--- src/rtl/plab2_proc_fetch_drop_queue.sv ---
// plab2_proc_fetch_drop_queue
//   Combined imem request bypass queue and squash drop unit for the fetch stage.
//   Counts outstanding imem requests. On a squash, every response still in flight
//   is marked stale and discarded as it returns.
//   Optional feature macro: PLAB2_PROC_FETCH_DROP_STATS_EN builds a saturating
//   32-bit counter of discarded responses on drop_count. Without the macro,
//   drop_count is tied to zero.
//   All message data belongs to the security domain given by 'domain'. The
//   control and handshake signals are public.
module plab2_proc_fetch_drop_queue #(
  parameter int p_req_nbits    = 77,
  parameter int p_resp_nbits   = 47,
  parameter int p_max_inflight = 2
) (
  input  logic                    clk,
  input  logic                    reset,
  input  logic                    domain,
  input  logic                    squash,
  input  logic [p_req_nbits-1:0]  req_in_msg,
  input  logic                    req_in_val,
  output logic                    req_in_rdy,
  output logic [p_req_nbits-1:0]  req_out_msg,
  output logic                    req_out_val,
  input  logic                    req_out_rdy,
  input  logic [p_resp_nbits-1:0] resp_in_msg,
  input  logic                    resp_in_val,
  output logic                    resp_in_rdy,
  output logic [p_resp_nbits-1:0] resp_out_msg,
  output logic                    resp_out_val,
  input  logic                    resp_out_rdy,
  output logic [31:0]             drop_count
);

  localparam int c = $clog2(p_max_inflight + 1);
  localparam logic [c-1:0] max_inflight = p_max_inflight[c-1:0];

  logic [c-1:0] inflight;
  logic [c-1:0] drop_cnt;
  logic [c-1:0] inflight_next;
  logic [c-1:0] drop_cnt_next;
  logic         full;
  logic         have_inflight;
  logic         drop_mode;
  logic         req_fire;
  logic         resp_fire;

  // The security label only tags the data. No logic depends on it.
  logic unused_domain;
  assign unused_domain = domain;

  // Request path: zero-latency passthrough, blocked while the window is full
  always_comb begin
    full        = (inflight == max_inflight);
    req_out_msg = req_in_msg;
    req_out_val = req_in_val & ~full;
    req_in_rdy  = req_out_rdy & ~full;
    req_fire    = req_out_val & req_out_rdy;
  end

  // Response path: drop stale responses, otherwise pass through. During a squash,
  // a response is consumed but never shown to decode.
  always_comb begin
    have_inflight = (inflight != '0);
    drop_mode     = (drop_cnt != '0);
    resp_out_msg  = resp_in_msg;
    resp_out_val  = 1'b0;
    resp_in_rdy   = have_inflight;
    if (!drop_mode) begin
      resp_out_val = resp_in_val & ~squash & have_inflight;
      resp_in_rdy  = have_inflight & (resp_out_rdy | squash);
    end
    resp_fire = resp_in_val & resp_in_rdy;
  end

  // Counter next-state. A squash makes everything outstanding stale, including a
  // request issued in the same cycle.
  always_comb begin
    inflight_next = inflight + c'(req_fire) - c'(resp_fire);
    drop_cnt_next = drop_cnt;
    if (squash)
      drop_cnt_next = inflight_next;
    else if (drop_mode && resp_fire)
      drop_cnt_next = drop_cnt - 1'b1;
  end

  // Counter registers
  always_ff @(posedge clk) begin
    if (reset) begin
      inflight <= '0;
      drop_cnt <= '0;
    end else begin
      inflight <= inflight_next;
      drop_cnt <= drop_cnt_next;
    end
  end

`ifdef PLAB2_PROC_FETCH_DROP_STATS_EN
  logic discard;
  assign discard = resp_fire & (drop_mode | squash);

  // Saturating count of discarded responses
  always_ff @(posedge clk) begin
    if (reset)
      drop_count <= 32'd0;
    else if (discard && (drop_count != 32'hFFFF_FFFF))
      drop_count <= drop_count + 32'd1;
  end
`else
  assign drop_count = 32'd0;
`endif

endmodule
--- config.mk ---
export PLATFORM = sky130hd
export DESIGN_NAME = plab2_proc_fetch_drop_queue
export DESIGN_NICKNAME = d
export VERILOG_FILES = /design/src/rtl/plab2_proc_fetch_drop_queue.sv
export SDC_FILE = /design/constraint.sdc
export NUM_CORES = 1
export LEC_CHECK = 0
export CELL_PAD_IN_SITES_DETAIL_PLACEMENT = 1
export CELL_PAD_IN_SITES_GLOBAL_PLACEMENT = 2
export CORE_MARGIN = 8
export CORE_UTILIZATION = 10
export DETAILED_ROUTE_END_ITERATION = 8
export PLACE_DENSITY = 0.95
export SKIP_LAST_GASP = 1
export SLEW_MARGIN = 30
export SYNTH_ARGS = -nofsm -noshare
export SYNTH_HDL_FRONTEND = slang
export SYNTH_SLANG_ARGS = --single-unit
--- constraint.sdc ---
create_clock -name clk -period 4.7 [get_ports clk]
set_input_delay 0.94 -clock clk [delete_from_list [all_inputs] [get_ports clk]]
set_output_delay 0.94 -clock clk [all_outputs]
set_load 0.02 [all_outputs]
# Word level (Yosys, flattened, before mapping)
# Cells that the tools add are included.
[totals]
reg_bits = 4
elab_cells = 24
[op_classes]
n_mux = 4
reduce_logical = 4
n_bitwise = 10
n_addsub = 3
eq_ne = 1
[op_table]
columns = ["op", "count"]
rows = [
  ["$and 1x1->1", 7],
  ["$reduce_bool 2->1", 3],
  ["$mux 2", 2],
  ["$add 2x1->2", 1],
  ["$eq 2x2->1 const B", 1],
  ["$mux 1", 2],
  ["$not 1->1", 2],
  ["$sub 2x1->2", 1],
  ["$sub 2x1->2 const B", 1],
  ["$logic_and 1x1->1", 1],
  ["$or 1x1->1", 1],
]

# Logic depth before layout (Yosys ltp)
# Gate-level depths: netlist of run 1.
[logic_depth]
depth_word = 7
ltp_mapped = 11
ltp_nobuf = 11

# Least setup slack after synthesis of run 1
# OpenSTA, ideal clock, no wires.
[synth_path]
kind = "input port to flip-flop"
startpoint = "input port squash"
endpoint = "register drop_cnt[1]"
cell_stages = 9
path_buffers = 0
t_arrival_ps = 2312
path_slack_ps = 2287
required_ps = 4599
cell_sequence = "nand2b_1 nor2_1 nor2_1 ha_1 inv_1 ha_1 xnor3_1 or3b_1 o41ai_1"
[synth_via]
elab_chain_len = 6
word_cells_on_any_way = 8
classes_between = "add/sub (1); mux (2); bitwise (3); reduce/logical (2)"
[synth_rtl]
columns = ["item", "line_no", "text"]
rows = [
  ["from (decl)", "18", "input logic squash,"],
  ["$or 1x1->1", "70", "resp_in_rdy = have_inflight & (resp_out_rdy | squash);"],
  ["$and 1x1->1", "70", ""],
  ["$mux 1", "68", "if (!drop_mode) begin"],
  ["$and 1x1->1", "72", "resp_fire = resp_in_val & resp_in_rdy;"],
  ["$sub 2x1->2 or $logic_and 1x1->1 (tied branches)", "78, 82", ""],
  ["$mux 2 or $reduce_bool 2->1 (tied branches)", "--", ""],
  ["to (signal assigned)", "93", "drop_cnt <= drop_cnt_next;"],
  ["to (decl)", "38", "logic [c-1:0] drop_cnt;"],
]
# Parallel ways exist; a longest one is shown, timed or not.
# A chain may end at the register's enable or synchronous reset.

# Worst setup path after layout of run 1
[layout_path]
startpoint = "input port squash"
endpoint = "output port resp_in_rdy"
[layout_via]
elab_chain_len = 3
[layout_rtl]
columns = ["item", "line_no", "text"]
rows = [
  ["$or 1x1->1", "70", ""],
  ["$and 1x1->1", "70", ""],
  ["$mux 1", "68", ""],
  ["to (decl)", "27", "output logic resp_in_rdy,"],
]
# No other way between the ends.

==> results of run 1 <==
worst min-delay path, cell delays in order (launching register included):
cell	delay [ns]
dfxtp_1	0.30
a21oi_1	0.11
o41ai_1	0.08
cell usage after synthesis, drive strengths merged:
master,n
inv,5
ha,3
nand2b,1
and2,2
o21ai,1
or3b,1
buf,156
o31a,1
o41ai,1
nand2,1
a21oi,3
nor2,7
conb,1
dfxtp,4
xnor3,1
or2b,1
o21a,1
and3,1
nor3,1
layer usage:
layer	up-vias	GRT usage, %	wire [µm]
met5	-	0	0
met3	62	5.58	1120
met1	180	1.03	474
li1	175	-	-
met2	132	2.97	1070
met4	0	6.16	475
metrics by stage:
stage,hold slack [ns],instances,utilization [%],setup slack (ns)
floorplan,0.510,223,-,2.29
global placement,0.531,261,5.09,1.39
detailed placement,0.544,261,5.09,1.38
CTS,0.547,264,5.61,1.38
global route,0.564,264,5.61,1.31
finish,0.535,264,5.61,1.40
state kept, by name, summed over array words and instances, names as in the netlist:
signal and cells:
drop_cnt 2, inflight 2
cell families after synthesis:
family / count (synthesis) / share of synthesized area, %
adder cells (fa/ha/maj): 3 / 2.58
flip-flops: 4 / 5.50
AND/OR/NAND/NOR: 15 / 5.25
other: 1 / 0.258
XOR/XNOR: 1 / 1.55
buffers and inverters: 161 / 81.8
AO/OA/AOI/OAI: 7 / 3.10
where the power goes:
part | internal, µW | switching [µW] | leakage (µW)
Sequential | 44.7 | 7.96 | 0.0000329
Combinational | 46.0 | 69.9 | 0.000244
Clock | 109 | 24.1 | 0.0000370
final cells by class:
cell class              count  area, µm²
fillers                  1734      13600
multi-input cells          58        302
well taps                 184        230
repair buffers             10        100
flip-flops and latches      4       80.1
clock buffers               3       75.1
inverters                   5       18.8
worst min-delay path by stage:
| stage | end | slack [ns] | depth (start not counted) |
|---|---|---|---|
| 2_1_floorplan | drop_cnt[1]$_SDFFE_PP0P_ | 0.51 | 2 |
| 3_3_place_gp | drop_cnt[1]$_SDFFE_PP0P_ | 0.53 | 2 |
| 3_5_place_dp | drop_cnt[1]$_SDFFE_PP0P_ | 0.54 | 2 |
| 4_1_cts | drop_cnt[1]$_SDFFE_PP0P_ | 0.55 | 2 |
| 5_1_grt | drop_cnt[1]$_SDFFE_PP0P_ | 0.56 | 2 |
| 6_report | drop_cnt[1]$_SDFFE_PP0P_ | 0.54 | 2 |
==> results.toml, run 1 <==
[critical_path]
end_kind = "output port"
cp_num_buf_inv = 2
reg2reg_from = "drop_cnt[0]$_SDFFE_PP0P_"
cp.arrival_ns = 2.36
r2r_slack_ns = 2.62
cp-endpoint = "resp_in_rdy"
cp-start-kind = "input pin"
crit_type = "input pin to output port"
worstPathRequired_ns = 3.76
r2r_end = "drop_cnt[1]$_SDFFE_PP0P_"
crit_fanout = 5
crit_cells = 5
crit_family = "buffers and inverters"
reg2reg_depth = 11
critical_path.max_stage_delay_ns = 0.60
path_cells = "clkdlybuf4s50_1 -> nand2b_1 -> nor2_1 -> nor2_1 -> clkdlybuf4s50_1"
crit_start = "squash"
crit_path_top_delay_cell = "clkdlybuf4s50_1"

[timing]
fin_tns_setup_ns = 0
fmax_ghz = 0.303
finalCriticalPeriod_ns = 3.30
rsz0062_at_grt = "no"
slew_violations = 0
fin_crit_sh_pct = 70.3
finalSetupViolCount = 0
clock_skew_ns = 0.000175
finalHoldViolations = 0

[cells_and_area]
most-common-layout-cells = "32 x conb_1, 10 x clkdlybuf4s50_1, 7 x nor2_1, 5 x inv_1, 4 x dfxtp_1"
num_antenna_cells = 0
final_layout_size_suffix_gt1_share_pct = 3.75
layout_commonest_cell = "conb_1"
fin_nets = 217
synthToLayoutAreaGrowth_pct = -44.6
finalInstanceArea_um2 = 806

[pwr]
totalPowerFinal_uw = 301
p_leak_uw = 0.000313
cellPowerDensity_nw_per_um2 = 374
ir_drop_uv = 70.0

[floorplan]
core.rowCount = 44
start_util_pct = 10.1
die_x_um = 137
dieHeight_um = 137
core_area_um2 = 14400
io_pins = 292
dieArea_um2 = 18700

[detailed_routing]
drc = 0
first_pass_iters = 4
drt_iter0_markers = 13
vias_per_cell = 2.08
ant_nets = 0
avgRoutedWirePerCell_um = 11.9
wl_um = 3140
via_count = 549

[clock_network]
clk_pin_slew_ns = 0.03
cts_tree = "yes"
cts_buffers = 3
htreeDepth = 1
clk_latency_ns = 0.22
post_cts_buffers = 0
post_cts_resized = 0
clock-sinks = 4
ctsHoldBuffers = 0
cts_root_buf = "clkbuf_16"
clockBufferDepth = 2

[synth]
synth_cell_type_count = 19
synth_top_cell_by_area = "buf_4"
ys_seq_elements = 4
yosys_warnings = 0
syn_avg_cell_area_um2 = 7.58
netlist_instances = 192
synth.area.top_cells = "buf_4 80%, dfxtp_1 5.5%, ha_1 2.6%"
ys_seq_area_share_pct = 5.50
yosysTopAreaCellShare_pct = 80.5
netlist_area_um2 = 1460

[hold_path]
holdCritPathClass = "flop to flop"
min_from = "drop_cnt[1]$_SDFFE_PP0P_"

[grt]
grt_pass1_vias = 638
antenna_found_initial = 0
overflow = 0
grt_pass1_wl_um = 3870
grt_max_degree = 6
grt_use_total_pct = 3.14

[outcome]
status = "finished clean"

[place]
dpl_cell_area_um2 = 731
io_buffers = 10
hpwl_um = 2560
place_congestion = 0.654

[flow_run]
drv_cap = 0
Power figures use the tool's default switching activity.
==> inputs of run 2 (changes only) <==
- clock period: 4.7 -> 2.8 ns (I/O delays scaled with it)
==> run 2 against run 1 <==
Clock power increased by 69%. Largest cell class unchanged. Hold slack improved by 0.0094 ns. Total power increased by 69%.
==> results.toml, run 2 (same netlist as run 1, synthesis figures left out) <==
[clock_network]
post_cts_resized = 0
ctsHoldBuffers = 0
post_cts_buffers = 0
cts_buffers = 3
cts_tree = "yes"
clk_latency_ns = 0.23
htreeDepth = 1
clock-sinks = 4
clk_pin_slew_ns = 0.03
clockBufferDepth = 2
cts_root_buf = "clkbuf_16"

[cells_and_area]
num_antenna_cells = 0
synthToLayoutAreaGrowth_pct = -44.1
layout_commonest_cell = "conb_1"
final_util_pct = 5.66
fin_nets = 218
reg_top3 = "drop_cnt: 2 flops, inflight: 2 flops"
most-common-layout-cells = "32 x conb_1, 10 x clkdlybuf4s50_1, 7 x nor2_1, 5 x inv_1, 4 x dfxtp_1"
final_layout_size_suffix_gt1_share_pct = 4.94

[timing]
slew_violations = 0
clock_skew_ns = 0.000305
finalCriticalPeriod_ns = 2.46
finalHoldViolations = 0
finalSetupViolCount = 0
fin_crit_sh_pct = 88.0
fmax_ghz = 0.406
fin_tns_setup_ns = 0
rsz0062_at_grt = "no"
holdWs_ns = 0.545

[place]
place_congestion = 0.640
hpwl_um = 2610
io_buffers = 10

[grt]
grt_pass1_wl_um = 4030
grt_use_total_pct = 3.30
overflow = 0
grt_pass1_vias = 684
grt_max_degree = 6
antenna_found_initial = 0

[pwr]
cellPowerDensity_nw_per_um2 = 626
ir_drop_uv = 154
p_leak_uw = 0.000318

[detailed_routing]
drc = 0
first_pass_iters = 4
drt_iter0_markers = 11
via_count = 556
wl_um = 3170
vias_per_cell = 2.10
ant_nets = 0
avgRoutedWirePerCell_um = 11.9

[critical_path]
r2r_end = "drop_cnt[1]$_SDFFE_PP0P_"
reg2reg_from = "drop_cnt[0]$_SDFFE_PP0P_"
worstPathRequired_ns = 2.24
reg2reg_depth = 11
cp.arrival_ns = 1.90
cp-start-kind = "input pin"
crit_fanout = 3
crit_type = "input pin to output port"
r2r_slack_ns = 0.70
crit_start = "resp_in_val"
end_kind = "output port"
cp-endpoint = "resp_out_val"

[hold_path]
holdCritPathClass = "flop to flop"

[floorplan]
core_area_um2 = 14400
dieArea_um2 = 18700
io_pins = 292
dieHeight_um = 137
core.rowCount = 44
start_util_pct = 10.1
die_x_um = 137

[flow_run]
drv_cap = 0

[outcome]
status = "finished clean"
run 2: changes by cell type in the layout (fill, tap and decap cells not counted), sizes merged:
| cell | change |
|---|---|
| buf | +1 |
run 2: cell type report:
| type | count | area (µm²) |
|---|---|---|
| multi-input cells | 58 | 302 |
| clock buffers | 3 | 75.1 |
| inverters | 5 | 18.8 |
| flip-flops and latches | 4 | 80.1 |
| repair buffers | 11 | 108 |
| fillers | 1735 | 13600 |
| well taps | 184 | 230 |
run 2: worst min path at each step:
stage                             startpoint                        to  slack (ns)  depth (start not counted)
finish              drop_cnt[1]$_SDFFE_PP0P_  drop_cnt[1]$_SDFFE_PP0P_        0.54                          2
global route        drop_cnt[1]$_SDFFE_PP0P_  drop_cnt[1]$_SDFFE_PP0P_        0.60                          2
CTS                 drop_cnt[1]$_SDFFE_PP0P_  drop_cnt[1]$_SDFFE_PP0P_        0.56                          2
detailed placement  drop_cnt[1]$_SDFFE_PP0P_  drop_cnt[1]$_SDFFE_PP0P_        0.54                          2
global placement    drop_cnt[1]$_SDFFE_PP0P_  drop_cnt[1]$_SDFFE_PP0P_        0.54                          2
floorplan           drop_cnt[1]$_SDFFE_PP0P_  drop_cnt[1]$_SDFFE_PP0P_        0.51                          2
run 2: power breakdown:
group          internal, µW  switching, µW  leakage [µW]
clock                   183           42.3     0.0000370
combinational          78.5            118      0.000248
sequential             75.0           13.2     0.0000329
run 2: stage by stage:
step           cell area, µm²  instances  worst slack, ns  power [µW]
6_report                  813        265            0.336         509
5_1_grt                   813        265            0.277         550
4_1_cts                   813        265            0.312         518
3_5_place_dp              738        262            0.179         287
3_3_place_gp              738        262            0.189         282
2_1_floorplan            1570        223            0.767         522
run 2: routing by layer:
layer  wire length, µm  vias up  track usage (%)  share of wire, %
met5                 0        -                0                 0
met4               488        0             6.41                15
met3              1110       63             5.58                35
met2              1090      132             3.24                34
met1               476      182             1.16                15
li1                  -      179                -                 -
run 2: worst max-delay path, cell delays in order:
cell             delay (ns)
clkdlybuf4s50_1        0.47
o21ai_0                0.14
nor2_1                 0.13
clkdlybuf4s50_1        0.61
==> RTL edit 1 (flow settings as in run 2) <==
Set the parameter `p_resp_nbits` to 94 (it was 47).
--- a/src/rtl/plab2_proc_fetch_drop_queue.sv
+++ b/src/rtl/plab2_proc_fetch_drop_queue.sv
@@ -10,5 +10,5 @@
 module plab2_proc_fetch_drop_queue #(
   parameter int p_req_nbits    = 77,
-  parameter int p_resp_nbits   = 47,
+  parameter int p_resp_nbits   = 94,
   parameter int p_max_inflight = 2
 ) (
Ports: changed (resized resp_in_msg and resp_out_msg); port bits go from 292 to 386. The function was not compared with the original's and may differ.
==> RTL edit 1 against run 2 <==
  * Final area up 6.0%
  * Die area up 21%
  * Synthesized cell count up 24%
  * Sequential share of layout area down 0.56 points
  * Register-to-register slack better by 40 ps
  * Total power down 0.43%
  * Non-clock buffer count down 1
  * Area after synthesis up 24%
  * Critical path depth up 1
  * Wire length up 34%
  * Via count up 17%
  * Setup slack worse by 91 ps
  * Sequential cell count unchanged
  * Largest power group unchanged
==> RTL edit 1: results (changes against run 2) <==
- Top cells by count, synth: buf_4, nor2_1, inv_1
- Clk tree area frac: 8.708% (-0.52 points)
- GP Congestion: 0.6232 (-2.5%)
- Bufs w/o clock: 10 (-1)
- Share of cells above drive strength 1: 3.750% (-1.2 points)
- Layout net count: 264 (+21%)
- P_leak: 0.0003135 uW (-1.5%)
- Cell Area, Synth: 0.001808 sq mm (+24%)
- Placed inst area: 787.0 sq um (+6.6%)
- Signal buf overhead: 11.61% (-1.6 points)
- M2 GR Usage: 3.161% (-0.080 points)
- GR Util met3: 5.500% (-0.080 points)
- Worst Skew: 1.673 ps (+1.368 ps)
- Run status: complete, no violations
- Post-DP HPWL: 3.565 mm (+37%)
- Met1 Usage GRT: 1.098% (-0.064 points)
- Top cells by area, synth: buf_4, dfxtp_1, ha_1, nor2_1, xnor3_1
- Fraction of area in multi-input gates: 34.98% (-2.1 points)
- Finished Cell Area: 862.1 sq um (+6.0%)
- First-pass GRT wire length: 5.092 mm (+26%)
- Gr usage total: 3.458% (+0.16 points)
- Int Pwr: 334.9 uW (-0.37%)
- CP max FO: 5 (+2)
- Mapped Cells: 239 (+24%)
- Sequential power: 87.7 uW (-0.6%)
- Vias per Instance: 2.104 (+0.26%)
- Register area share after synthesis: 4.429% (-1.1 points)
- Drt total wl: 4.228 mm (+34%)
- Setup WS pre-CTS: 109.9 ps (-69.03 ps)
- CP peak stage delay: 600 ps
- VDD IR max: 0.2362 mV (+53%)
- Wire length per cell: 13.68 um (+15%)
==> RTL edit 1: cell count changes after synthesis, sizes merged <==
cell	run 2	this run
buf	156	203
==> RTL edit 1: worst paths after layout <==
path | start | end | slack, ps | depth (start not counted)
setup / recovery | squash | resp_in_rdy | 250 | 5
hold / removal | drop_cnt[1]$_SDFFE_PP0P_ | drop_cnt[1]$_SDFFE_PP0P_ | 550 | 2
hold reg to reg | drop_cnt[1]$_SDFFE_PP0P_ | drop_cnt[1]$_SDFFE_PP0P_ | 550 | 2
setup reg to reg | drop_cnt[0]$_SDFFE_PP0P_ | drop_cnt[1]$_SDFFE_PP0P_ | 740 | 11
==> RTL edit 1: cells by family after synthesis <==
logic type	share of synthesized area [%]
xor+xnor	1.246
flops	4.429
buf+inv	85.33
other cells	0.2074
compound gates	2.491
simple gates	4.222
fa+ha+maj	2.076
==> RTL edit 1: layer usage <==
metal,wire length [um],part of all wire (%),up-vias
li1,-,-,176
met1,623,15,229
met2,1322,31,159
met3,1379,33,86
met4,902,21,0
met5,0,0,-
==> RTL edit 2 (settings of run 2) <==
Without the edit above. Build with the macro `PLAB2_PROC_FETCH_DROP_STATS_EN` defined.
--- a/src/rtl/plab2_proc_fetch_drop_queue.sv
+++ b/src/rtl/plab2_proc_fetch_drop_queue.sv
@@ -8,4 +8,6 @@
 //   All message data belongs to the security domain given by 'domain'. The
 //   control and handshake signals are public.
+`define PLAB2_PROC_FETCH_DROP_STATS_EN
+
 module plab2_proc_fetch_drop_queue #(
   parameter int p_req_nbits    = 77,
Behaviour: not the same (a bounded check fails within 4 cycles, from zero or initial values and one cycle with reset high).
==> RTL edit 2 against run 2 <==
  * Critical path depth rose by 1
  * Sequential cell count rose by 32
  * Area after synthesis rose by 96%
  * Maximum frequency fell by 6.7%
  * Critical path type unchanged
  * Wire length rose to 2.5 times the old value
  * Cell count rose to 2.5 times the old value
  * Total power rose to 3.0 times the old value
  * Sequential share of layout area rose by 14 points
  * Final area rose to 3.7 times the old value
  * Die area rose by 83%
  * Setup slack got worse by 180 ps
  * Clock skew rose by 7.9 ps
==> RTL edit 2: results (changes against run 2) <==
- Worst skew pair latency: 290 ps (+60 ps)
- Share of cells above drive strength 1: 12.46% (+7.5 points)
- Worst EP arrival: 2080 ps (+180 ps)
- Clock root cell: clkbuf_16
- Run status: complete, no violations
- Ant. Diodes: 0 (unchanged)
- Setup WS pre-CTS: -64.09 ps (-243.0 ps)
- CTS HTree Levels: 2 (+1)
- Placed inst area: 0.002884 sq mm (+290%)
- Synthesized Nets: 488
- Layout net count: 415 (+90%)
- CTS resizes: 0 (unchanged)
- P_leak: 0.0009180 uW (+190%)
- Gr usage total: 4.636% (+1.3 points)
- Port Buffers: 42 (+32)
- First-pass GRT wire length: 12.07 mm (+200%)
- GP Congestion: 0.7110 (+11%)
- Register area share after synthesis: 25.24% (+20 points)
- Reg clk slew, reported paths: 60 ps (+30 ps)
- Top cells by count, synth: buf_4, dfxtp_1, nor2_1
- Biggest regs: drop_count x32, drop_cnt x2, inflight x2
- Worst Skew: 8.240 ps (+7.935 ps)
- CTS Buffer Depth: 2 (unchanged)
- Synth unique cells: 42 (+23)
- Drt total wl: 8.056 mm (+150%)
- Yosys warns: 0 (unchanged)
- CP max FO: 6 (+3)
- VDD IR max: 0.1888 mV (+22%)
- Wire length per cell: 12.11 um (+1.4%)
- CTS buffer count: 5 (+2)
- Vias per Instance: 3.056 (+46%)
- Setup bufs post-CTS: 0 (unchanged)
- Post-DP HPWL: 6.403 mm (+150%)
- Top cells by area, synth: buf_4, dfxtp_1, nor2_1, mux2_2, a21oi_1
- DRT iter0 DRCs: 100 (+89)
- Placed cell count: 657 (+150%)
- Number of global-route vias before repair: 2078 (+200%)
- Mapped Cells: 353 (+84%)
- Largest net degree at the start of global routing: 34 (+28)
==> RTL edit 2: cell types whose count changed in the layout (fill, tap and decap cells not counted), moves of 11 or more <==
cell,run 2,this run
a21oi_1,3,16
clkdlybuf4s50_1,10,42
conb_1,32,0
dfxtp_1,4,36
nand2_1,1,12
nand3_1,0,11
nor2_1,7,26
nor2b_1,0,11
==> RTL edit 2: stage by stage <==
| stage | utilization, % | setup TNS [ps] | hold slack [ps] |
|---|---|---|---|
| 2_1_floorplan | - | 0 | 563.1 |
| 3_3_place_gp | 10.16 | -24.82 | 482.8 |
| 3_5_place_dp | 10.16 | -104.9 | 498.9 |
| 4_1_cts | 10.66 | 0 | 508.8 |
| 5_1_grt | 10.66 | 0 | 528.3 |
| 6_report | 10.66 | 0 | 499.3 |
==> RTL edit 2: logic make-up after synthesis <==
group | share of synthesized area (%)
AOI/OAI and AO/OA | 10.74
xor gates and xnor gates | 2.454
adders and majority gates | 1.315
buffers and inverters | 34.40
DFF | 25.24
muxes | 3.506
and+or+nand+nor | 22.35
==> RTL edit 2: worst max-delay path: stages <==
cell,delay [ps]
clkdlybuf4s50_1,420
buf_4,160
nor3b_1,310
nor2_1,90
clkdlybuf4s50_1,550
==> RTL edit 2: worst paths after layout <==
kind	start	endpoint	slack [ps]	depth (start not counted)
min	drop_count[10]$_SDFFE_PP0P_	drop_count[10]$_SDFFE_PP0P_	500	2
max reg2reg	drop_cnt[0]$_SDFFE_PP0P_	drop_count[25]$_SDFFE_PP0P_	300	8
max	squash	resp_in_rdy	160	5
min reg2reg	drop_count[10]$_SDFFE_PP0P_	drop_count[10]$_SDFFE_PP0P_	500	2
==> RTL edit 2: layout make-up <==
cell class | count | area [sq um]
multi-input cells | 180 | 1152
fillers | 3431 | 25360
repair buffers | 53 | 515.5
flip-flops and latches | 36 | 720.7
inverters | 4 | 15.01
clock buffers | 5 | 125.1
clock inverters | 3 | 18.77
well taps | 384 | 480.5
==> RTL edit 2: power by group <==
group	total, uW	leakage (uW)	internal, uW	switching (uW)
sequential	577	0.000290	544	33.2
clock	568	0.0000736	328	240
combinational	363	0.000554	172	191
total	1510	0.000918	1040	464
==> RTL edit 2: per-layer routing <==
metal	GRT usage, %	wire (um)
met3	2.315	747
met2	7.466	3610
met1	4.738	3237
met4	3.009	460
met5	0	0
